**src/rtl/seq_pattern_ctrl_pkg.sv**
```systemverilog
// Shared encodings for the word-level "1001" pattern controller and its serial detector.
package seq_ctrl_pkg;

  typedef enum logic [1:0] {
    ST_IDLE  = 2'd0,
    ST_SHIFT = 2'd1,
    ST_DRAIN = 2'd2,
    ST_DONE  = 2'd3
  } ctrl_state_e;

  typedef enum logic [2:0] {
    S0 = 3'd0,
    S1 = 3'd1,
    S2 = 3'd2,
    S3 = 3'd3,
    S4 = 3'd4
  } det_state_e;

  localparam logic [3:0] PATTERN = 4'b1001;

endpackage

```
**src/rtl/seq_pattern_ctrl_if.sv**
```systemverilog
// Word handshake and result bundle between a word-oriented client and seq_pattern_ctrl.
interface seq_pattern_ctrl_if #(
  parameter int WORD_W = 8,
  parameter int CNT_W  = 4
);
  logic              in_valid;
  logic [WORD_W-1:0] in_data;
  logic              in_chain;
  logic              in_ready;
  logic              out_valid;
  logic [CNT_W-1:0]  hit_count;
  logic [WORD_W-1:0] hit_mask;
  logic              busy;

  modport master (
    output in_valid, in_data, in_chain,
    input  in_ready, out_valid, hit_count, hit_mask, busy
  );

  modport slave (
    input  in_valid, in_data, in_chain,
    output in_ready, out_valid, hit_count, hit_mask, busy
  );
endinterface

```
**src/rtl/seq_pattern_ctrl_det.sv**
```systemverilog
// Serial Moore "1001" detector; S4 exit behaviour selected by SEQ_CTRL_OVERLAP_EN
// (defined: overlapping matches, undefined: non-overlapping matches).
module moore_1001_det
  import seq_ctrl_pkg::*;
(
  input  logic clk,
  input  logic rst,
  input  logic en,
  input  logic clr,
  input  logic x,
  output logic y
);

  det_state_e ps_q;
  det_state_e ps_d;

  // Detector state register
  always_ff @(posedge clk or negedge rst) begin
    if (!rst) begin
      ps_q <= S0;
    end else begin
      ps_q <= ps_d;
    end
  end

  // Next-state logic; clear wins over enable, state holds when idle
  always_comb begin
    ps_d = ps_q;
    if (clr) begin
      ps_d = S0;
    end else if (en) begin
      case (ps_q)
        S0: ps_d = x ? S1 : S0;
        S1: ps_d = x ? S1 : S2;
        S2: ps_d = x ? S1 : S3;
        S3: ps_d = x ? S4 : S0;
`ifdef SEQ_CTRL_OVERLAP_EN
        S4: ps_d = x ? S1 : S2;
`else
        S4: ps_d = x ? S1 : S0;
`endif
        default: ps_d = S0;
      endcase
    end else begin
      ps_d = ps_q;
    end
  end

  assign y = (ps_q == S4);

endmodule

```
**src/rtl/seq_pattern_ctrl.sv**
```systemverilog
// Word controller: serializes accepted words MSB-first into moore_1001_det and reports
// per-word hit count and hit-position mask. SEQ_CTRL_OVERLAP_EN selects overlapping detection.
module seq_pattern_ctrl
  import seq_ctrl_pkg::*;
#(
  parameter int WORD_W = 8,
  parameter int CNT_W  = 4
) (
  input  logic               clk,
  input  logic               rst,
  seq_pattern_ctrl_if.slave  bus
);

  localparam int                IDX_W    = $clog2(WORD_W + 1);
  localparam logic [IDX_W-1:0]  LAST_IDX = IDX_W'(WORD_W - 1);
  localparam logic [WORD_W:0]   HIT_TOP  = {1'b1, {WORD_W{1'b0}}};
  localparam logic [CNT_W-1:0]  CNT_MAX  = {CNT_W{1'b1}};

  ctrl_state_e       state_q, state_d;
  logic [IDX_W-1:0]  idx_q, idx_d;
  logic [WORD_W-1:0] data_q, data_d;
  logic [WORD_W-1:0] mask_q, mask_d;
  logic [CNT_W-1:0]  cnt_q, cnt_d;
  logic              out_valid_q, out_valid_d;
  logic              busy_q, busy_d;

  logic              det_en_s;
  logic              det_clr_s;
  logic              det_x_s;
  logic              det_y_s;
  logic [WORD_W-1:0] hit_bit_s;

  // y lags its completing bit by one cycle, so at index k the hit belongs to bit WORD_W-k
  assign hit_bit_s = WORD_W'(HIT_TOP >> idx_q);

  moore_1001_det u_det (
    .clk (clk),
    .rst (rst),
    .en  (det_en_s),
    .clr (det_clr_s),
    .x   (det_x_s),
    .y   (det_y_s)
  );

  // Controller, bit sequencing and result accumulation
  always_comb begin
    state_d     = state_q;
    idx_d       = idx_q;
    data_d      = data_q;
    mask_d      = mask_q;
    cnt_d       = cnt_q;
    out_valid_d = 1'b0;
    det_en_s    = 1'b0;
    det_clr_s   = 1'b0;
    det_x_s     = 1'b0;
    case (state_q)
      ST_IDLE: begin
        if (bus.in_valid) begin
          data_d    = bus.in_data;
          det_clr_s = ~bus.in_chain;
          idx_d     = {IDX_W{1'b0}};
          state_d   = ST_SHIFT;
        end else begin
          state_d   = ST_IDLE;
        end
      end
      ST_SHIFT: begin
        det_en_s = 1'b1;
        det_x_s  = data_q[WORD_W-1];
        data_d   = data_q << 1;
        idx_d    = idx_q + IDX_W'(1);
        // First SHIFT cycle: y still reflects the previous word, so start fresh instead
        if (idx_q == {IDX_W{1'b0}}) begin
          cnt_d  = {CNT_W{1'b0}};
          mask_d = {WORD_W{1'b0}};
        end else if (det_y_s) begin
          mask_d = mask_q | hit_bit_s;
          cnt_d  = (cnt_q == CNT_MAX) ? cnt_q : cnt_q + CNT_W'(1);
        end else begin
          cnt_d  = cnt_q;
        end
        if (idx_q == LAST_IDX) begin
          state_d = ST_DRAIN;
        end else begin
          state_d = ST_SHIFT;
        end
      end
      ST_DRAIN: begin
        if (det_y_s) begin
          mask_d = mask_q | hit_bit_s;
          cnt_d  = (cnt_q == CNT_MAX) ? cnt_q : cnt_q + CNT_W'(1);
        end else begin
          cnt_d  = cnt_q;
        end
        out_valid_d = 1'b1;
        state_d     = ST_DONE;
      end
      ST_DONE: begin
        state_d = ST_IDLE;
      end
      default: begin
        state_d = ST_IDLE;
      end
    endcase
    busy_d = (state_d != ST_IDLE);
  end

  // Controller and result registers
  always_ff @(posedge clk or negedge rst) begin
    if (!rst) begin
      state_q     <= ST_IDLE;
      idx_q       <= {IDX_W{1'b0}};
      data_q      <= {WORD_W{1'b0}};
      mask_q      <= {WORD_W{1'b0}};
      cnt_q       <= {CNT_W{1'b0}};
      out_valid_q <= 1'b0;
      busy_q      <= 1'b0;
    end else begin
      state_q     <= state_d;
      idx_q       <= idx_d;
      data_q      <= data_d;
      mask_q      <= mask_d;
      cnt_q       <= cnt_d;
      out_valid_q <= out_valid_d;
      busy_q      <= busy_d;
    end
  end

  assign bus.in_ready  = (state_q == ST_IDLE);
  assign bus.out_valid = out_valid_q;
  assign bus.hit_count = cnt_q;
  assign bus.hit_mask  = mask_q;
  assign bus.busy      = busy_q;

endmodule

```
**src/flat_wrapper.sv**
```systemverilog
// flat-port wrapper written by rule: the top's interface ports become plain ports
module seq_pattern_ctrl_flat import seq_ctrl_pkg::*;
#(
  parameter int WORD_W = 8,
  parameter int CNT_W  = 4
)
  (clk, rst, bus_in_valid, bus_in_data, bus_in_chain, bus_in_ready, bus_out_valid, bus_hit_count, bus_hit_mask, bus_busy);
  seq_pattern_ctrl_if #(.WORD_W(WORD_W), .CNT_W(CNT_W)) bus_i ();
  input  logic clk;
  input  logic rst;
  input wire logic [$bits(bus_i.in_valid)-1:0] bus_in_valid;
  input wire logic [$bits(bus_i.in_data)-1:0] bus_in_data;
  input wire logic [$bits(bus_i.in_chain)-1:0] bus_in_chain;
  output wire logic [$bits(bus_i.in_ready)-1:0] bus_in_ready;
  output wire logic [$bits(bus_i.out_valid)-1:0] bus_out_valid;
  output wire logic [$bits(bus_i.hit_count)-1:0] bus_hit_count;
  output wire logic [$bits(bus_i.hit_mask)-1:0] bus_hit_mask;
  output wire logic [$bits(bus_i.busy)-1:0] bus_busy;
  assign bus_i.in_valid = bus_in_valid;
  assign bus_i.in_data = bus_in_data;
  assign bus_i.in_chain = bus_in_chain;
  assign bus_in_ready = bus_i.in_ready;
  assign bus_out_valid = bus_i.out_valid;
  assign bus_hit_count = bus_i.hit_count;
  assign bus_hit_mask = bus_i.hit_mask;
  assign bus_busy = bus_i.busy;
  seq_pattern_ctrl #(.WORD_W(WORD_W), .CNT_W(CNT_W)) u_core (.clk(clk), .rst(rst), .bus(bus_i));
endmodule
```
**config.mk**
```make
export PLATFORM = sky130hd
export DESIGN_NAME = seq_pattern_ctrl_flat
export DESIGN_NICKNAME = d
export VERILOG_FILES = /design/src/rtl/seq_pattern_ctrl_pkg.sv /design/src/rtl/seq_pattern_ctrl_if.sv /design/src/rtl/seq_pattern_ctrl_det.sv /design/src/rtl/seq_pattern_ctrl.sv /design/src/flat_wrapper.sv
export SDC_FILE = /design/constraint.sdc
export NUM_CORES = 1
export LEC_CHECK = 0
export CORE_MARGIN = 2
export CORE_UTILIZATION = 56
export DETAILED_ROUTE_END_ITERATION = 10
export PLACE_DENSITY = 0.87
export REMOVE_ABC_BUFFERS = 1
export SETUP_SLACK_MARGIN = 0.5
export SYNTH_ARGS = -nofsm -noshare
export SYNTH_HDL_FRONTEND = slang
export SYNTH_SLANG_ARGS = --single-unit
```
**constraint.sdc**
```tcl
create_clock -name clk -period 2.4 [get_ports clk]
set_input_delay 0.48 -clock clk [delete_from_list [all_inputs] [get_ports clk]]
set_output_delay 0.48 -clock clk [all_outputs]
set_load 0.05 [all_outputs]
```
==> impl_metrics.csv, run 1 <==
group,metric,value,unit
yosys,synth_cell_types,38,
hold_path,whs_path_depth,2,
hold_path,hp-class,"register to register",
yosys,ys_ff_latch,31,
clock_tree,clock_latency,0.32,ns
route,routedWlPerCell,13.38,microns
worst_setup_path,path_cells,"inv_1, ha_2, buf_4",
worst_setup_path,r2r_end,"u_core.bus.hit_mask[5]$_DFFE_PN0P_",
run,cap_violations,0,
yosys,synth_most_common_cell,"dfrtp_1",
worst_setup_path,slowest_stage,"dfrtp_1",
yosys,ys_warn_count,0,
final_layout,nets,203,
worst_setup_path,r2r-start,"u_core.idx_q[0]$_DFFE_PN0P_",
power,p_per_area,1075,nW/um^2
yosys,synth_area_leader_cell,"dfrtp_1",
route,ant_nets,0,
clock_tree,path_clk_slew,0.09,ns
sta,min_period,1.815,ns
worst_setup_path,critical_path.max_fanout,7,
worst_setup_path,cp-start-kind,"register",
power,p_switching,828.6,uW
route,wl,2850,microns
route,drt_iter0_drc,23,
yosys,syn_area,1582,sq um
global_route,antenna_found_initial,0,
sta,slew_headroom,51.56,%
route,dr_total_vias,1202,
placed_design,dp.final_hpwl,2213,microns
worst_setup_path,max_stage_delay,0.43,ns
power,p_leak,0.0009807,uW
yosys,syn_avg_cell_area,10.40,sq um
placed_design,dp_slack,0.2795,ns
sta,skew,0.005698,ns
clock_tree,cts_tree,"built",
final_layout,final_cells,213,
route,drtPass1Iterations,4,
floorplan,die_height,57.14,microns
power,power_frac_clock,20.2,%
clock_tree,cts_root_buf,"clkbuf_4",
worst_setup_path,crit_type,"register to primary output",
worst_setup_path,reg2reg_depth,5,
yosys,netlist_instances,152,
clock_tree,numCtsBuffers,5,
sta,fmax,551.0,MHz
final_layout,finalCoreUtilization,71.01,%
floorplan,die_area,3265,sq um
power,power_frac_seq,38.5,%
global_route,grt_pass1_vias,1235,
clock_tree,cts-htree-levels,2,
clock_tree,clock_sinks,31,
final_layout,antenna_cells,0,
power,ir_drop,1.026,mV
clock_tree,cts_max_path_buffers,2,
floorplan,row_count,19,
power,swShare,40.05,%
placed_design,place_inst,205,
sta,fin_ws,0.5851,ns
global_route,grt_usage,20.37,%
final_layout,drive_gt1_share,11.54,%
route,drc_errors,0,
sta,fin_crit_sh,75.62,%
floorplan,die_x,57.14,microns
global_route,grt.overflow.total,0,
yosys,yosys-top-cells-area,"dfrtp_1 (49%), ha_1 (7.9%), mux2i_1 (4.4%)",
sta,setup_viol_count_final,0,
worst_setup_path,cp.arrival,1.33,ns
global_route,grt_max_degree,32,
floorplan,io_pins,27,
sta,tns,0,ns
global_route,grt_pass1_wl,5209,microns
sta,rsz0062_at_grt,"false",
power,power.internal,1240,uW
floorplan,initial_core_util,58.36,%
hold_path,hold_start,"u_core.data_q[4]$_DFFE_PN0P_",
sta,fin_hold_ws,0.4947,ns
worst_setup_path,required,1.92,ns
worst_setup_path,crit_path_end_kind,"primary output",
sta,hold_viol_final,0,
route,via_per_inst,5.643,
clock_tree,holdBufCountCts,0,
hold_path,hold_end,"u_core.data_q[4]$_DFFE_PN0P_",
sta,tightest_slew,0.7262,ns
yosys,ys.flop_type,"dfrtp_1",
yosys,netlist.area_leader.share,49.05,%
worst_setup_path,rrSetupSlack,0.73,ns
yosys,async_flop_share,100.0,%
status,status,"finished clean",
power,combinationalPowerShare,41.4,%
final_layout,area_growth,21.68,%
yosys,synth.yosys.seq_area_share,49.05,%
yosys,synth_common_cells,"dfrtp_1 (31), nand2_1 (17), nor2_1 (15)",
yosys,synth_edf_count,0,
sta,drv_slew,0,
floorplan,core,2710,sq um
placed_design,gp_congestion,0.7655,
placed_design,portBuffers,26,
[how the worst max path moves through the flow]
stage          depth (start not counted)                   startpoint                           end
2_1_floorplan                          6  u_core.state_q[0]$_DFF_PN0_   u_core.idx_q[2]$_DFFE_PN0P_
3_3_place_gp                           5                 bus_in_valid   u_core.idx_q[2]$_DFFE_PN0P_
3_5_place_dp                           4                 bus_in_valid  u_core.data_q[1]$_DFFE_PN0P_
4_1_cts                                3  u_core.state_q[1]$_DFF_PN0_                  bus_in_ready
5_1_grt                                3  u_core.state_q[0]$_DFF_PN0_                  bus_in_ready
6_report                               3  u_core.state_q[0]$_DFF_PN0_                  bus_in_ready
[cell families (layout without fill, tap and decap cells)]
| group | after synthesis | in the layout | share of synthesized area (%) |
|---|---|---|---|
| AOI/OAI and AO/OA | 35 | 35 | 14.64 |
| adders and majority gates | 10 | 10 | 7.911 |
| and+or+nand+nor | 54 | 54 | 18.75 |
| xor gates and xnor gates | 1 | 1 | 0.5539 |
| muxes | 7 | 7 | 4.431 |
| DFF | 31 | 31 | 49.05 |
| buffers and inverters | 14 | 44 | 4.668 |
[through the flow]
stage               area [sq um]  power [uW]
floorplan                   1538        1422
global placement            1849        1620
detailed placement          1849        1671
CTS                         1922        2078
global route                1924        2226
finish                      1924        2069
[sequential cells by signal (all words and copies together) (netlist names)]
| register | count |
|---|---|
| u_core.bus.busy | 1 |
| u_core.bus.hit_count | 4 |
| u_core.bus.hit_mask | 8 |
| u_core.bus.out_valid | 1 |
| u_core.data_q | 8 |
| u_core.idx_q | 4 |
| u_core.state_q | 2 |
| u_core.u_det.ps_q | 3 |
[layout by cell type, fill, tap and decap left out, types with 3 or more instances in the layout]
cell type / instances
clkdlybuf4s50_1: 11
nand3_1: 3
nor2b_1: 3
clkbuf_4: 5
nor3_1: 3
ha_1: 9
dfrtp_1: 31
a31oi_1: 5
dlygate4sd2_1: 14
buf_4: 3
a21oi_1: 7
nand2_1: 17
inv_1: 8
mux2i_1: 7
nor2_1: 15
a211oi_1: 3
o21ai_1: 8
[per-layer routing]
metal	GRT usage, %	vias to the layer above	part of all wire (%)
met5	0	-	0
met4	6.645	0	1.4
met3	4.989	5	5.4
met2	37.44	30	50
met1	23.05	580	43
li1	-	587	-
[cell type report]
cell class / instances / area [sq um]
tap: 31 / 38.79
timing repair buffer: 28 / 255.2
sequential: 31 / 775.7
clock buffer: 6 / 51.30
multi-input combinational: 107 / 738.2
fill: 215 / 785.8
clock inverter: 2 / 35.03
inverter: 8 / 30.03
[timing repair]
| item | 4_1_cts | 5_1_grt |
|---|---|---|
| setup endpoints to repair | 25 | 2 |
| buffers inserted | 0 | 0 |
| gates resized for setup | 15 | 1 |
[worst max-delay path: cells and delay by family, from the launching register on]
family                     cells  cell delay [ns]
adders and majority gates      1             0.27
buffers and inverters          2             0.33
DFF                            1             0.43
[power groups by stage]
stage	sequential, uW	clock (uW)	combinational (uW)
finish	796	417	856
global route	821	448	958
CTS	795	426	858
detailed placement	807	0	864
global placement	795	0	825
floorplan	838	0	583
No activity file was read; power rests on OpenSTA's default activity.
==> run 2: changes to the inputs <==
Settings changed: CORE_UTILIZATION 56 to 52, PLACE_DENSITY 0.87 to 0.82.
Clock period 2.4 ns to 1.75 ns, I/O delays scaled along.
==> run 2 against run 1 <==
  * Routed wire length up 66%
  * Utilization up 14 points
  * Final area up 31%
  * Non-clock buffer count up 41
  * Via count up 20%
  * Largest cell class is now multi-input combinational cells
  * Largest power group unchanged
==> impl_metrics.csv, run 2 (synthesis results as in run 1) <==
group,metric,value,unit
global_route,grt_usage,24.08,%
final_layout,nets,245,
sta,min_period,1.586,ns
route,drc_errors,0,
hold_path,hp-class,"input pin to async pin",
floorplan,core,2978,sq um
floorplan,die_area,3499,sq um
clock_tree,clock_latency,0.35,ns
worst_setup_path,crit_type,"register to primary output",
power,power.total,4033,uW
global_route,antenna_found_initial,0,
sta,drv_slew,0,
route,drt_iter0_drc,56,
sta,fin_crit_sh,90.60,%
route,ant_nets,0,
power,ir_drop,1.316,mV
worst_setup_path,reg2reg_depth,7,
clock_tree,cts_max_path_buffers,2,
floorplan,row_count,20,
sta,tightest_slew,0.3942,ns
global_route,grt_pass1_wl,6182,microns
placed_design,dp.final_hpwl,2272,microns
final_layout,antenna_cells,0,
placed_design,gp_congestion,0.7997,
power,p_leak,0.001194,uW
route,wl,4738,microns
route,drtPass1Iterations,4,
route,dr_total_vias,1448,
sta,fmax,630.7,MHz
sta,tns,0,ns
sta,hold_viol_final,0,
sta,rsz0062_at_grt,"true",
worst_setup_path,cp-start-kind,"register",
sta,slew_headroom,73.72,%
floorplan,initial_core_util,53.11,%
clock_tree,cts-htree-levels,2,
final_layout,drive_gt1_share,53.13,%
route,routedWlPerCell,18.44,microns
clock_tree,cts_root_buf,"clkbuf_4",
clock_tree,clock_sinks,31,
placed_design,portBuffers,26,
global_route,grt.overflow.total,0,
worst_setup_path,critical_path.max_fanout,2,
sta,setup_viol_count_final,0,
clock_tree,numCtsBuffers,5,
final_layout,final_common_cell,"buf_4",
route,via_per_inst,5.634,
sta,skew,0.01426,ns
final_layout,area_growth,59.65,%
worst_setup_path,crit_path_end_kind,"primary output",
worst_setup_path,required,1.40,ns
floorplan,io_pins,27,
floorplan,die_height,59.15,microns
global_route,grt_pass1_vias,1387,
worst_setup_path,cp.arrival,1.24,ns
sta,fin_hold_ws,0.4004,ns
clock_tree,cts_tree,"built",
status,status,"finished clean",
floorplan,die_x,59.15,microns
power,p_per_area,1597,nW/um^2
clock_tree,path_clk_slew,0.11,ns
run,cap_violations,0,
final_layout,fillers,135,
clock_tree,holdBufCountCts,0,
global_route,grt_max_degree,32,
final_layout,final_cell_mix,"buf_4 (33), dfrtp_1 (27), buf_6 (22), nor2_1 (14), clkdlybuf4s50_1 (11)",
==> run 2: metrics by stage <==
stage | instance area, sq um | cells | setup WS, ns | utilization [%]
floorplan | 1538 | 146 | -0.3003 | -
CTS | 2312 | 245 | 0.2235 | 77.65
global placement | 1852 | 210 | 0.07939 | 62.18
detailed placement | 1852 | 210 | 0.04698 | 62.18
global route | 2525 | 257 | 0.1322 | 84.79
finish | 2525 | 257 | 0.1644 | 84.79
==> run 2: timing repair <==
item	4_1_cts	5_1_grt
setup buffers	25	12
endpoints found under the setup margin	44	45
gates resized for setup	57	28
cloned	2	0
pin swaps	17	20
==> run 2: area by class of cell <==
| cell class | count | area (sq um) | share of cell area [%] |
|---|---|---|---|
| clock buffer | 8 | 68.82 | 2.725 |
| multi-input combinational | 108 | 939.7 | 37.22 |
| timing repair buffer | 69 | 660.6 | 26.16 |
| inverter | 8 | 33.78 | 1.338 |
| sequential | 31 | 780.7 | 30.92 |
| tap | 33 | 41.29 | 1.635 |
==> run 2: metal layers <==
layer	GRT usage (%)	vias up	share of wire [%]
met5	0	-	0
met4	8.442	0	1.7
met3	9.170	10	5.5
met2	41.43	55	55
met1	27.23	714	38
li1	-	669	-
==> run 2: critical path, stage by stage (launching register included) <==
cell	delay, ns
dfrtp_1	0.42
inv_2	0.09
ha_4	0.15
buf_6	0.10
buf_12	0.12
==> run 2: where the power goes <==
part | switching [uW] | total (uW) | leakage, uW | internal (uW)
registers | 247 | 1150 | 0.000404 | 905
clock network | 267 | 503 | 0.0000386 | 236
logic | 1190 | 2380 | 0.000752 | 1190
==> run 2: path summary, 6_finish.rpt <==
kind | startpoint | to | slack [ns]
max | u_core.state_q[0]$_DFF_PN0_ | bus_in_ready | 0.16
min | rst | u_core.idx_q[0]$_DFFE_PN0P_ | 0.40
max reg2reg | u_core.state_q[0]$_DFF_PN0_ | u_core.idx_q[3]$_DFFE_PN0P_ | 0.19
min reg2reg | u_core.data_q[6]$_DFFE_PN0P_ | u_core.data_q[6]$_DFFE_PN0P_ | 0.52
max in group asynchronous | rst | u_core.idx_q[2]$_DFFE_PN0P_ | 1.03
min in group clk | u_core.data_q[6]$_DFFE_PN0P_ | u_core.data_q[6]$_DFFE_PN0P_ | 0.52
==> run 3: changes to the inputs <==
Settings changed: ABC_CLOCK_PERIOD_IN_PS set to 1750.
==> results of run 3 <==
Same layout as run 2: the final DEF is identical, and so are final timing and power.
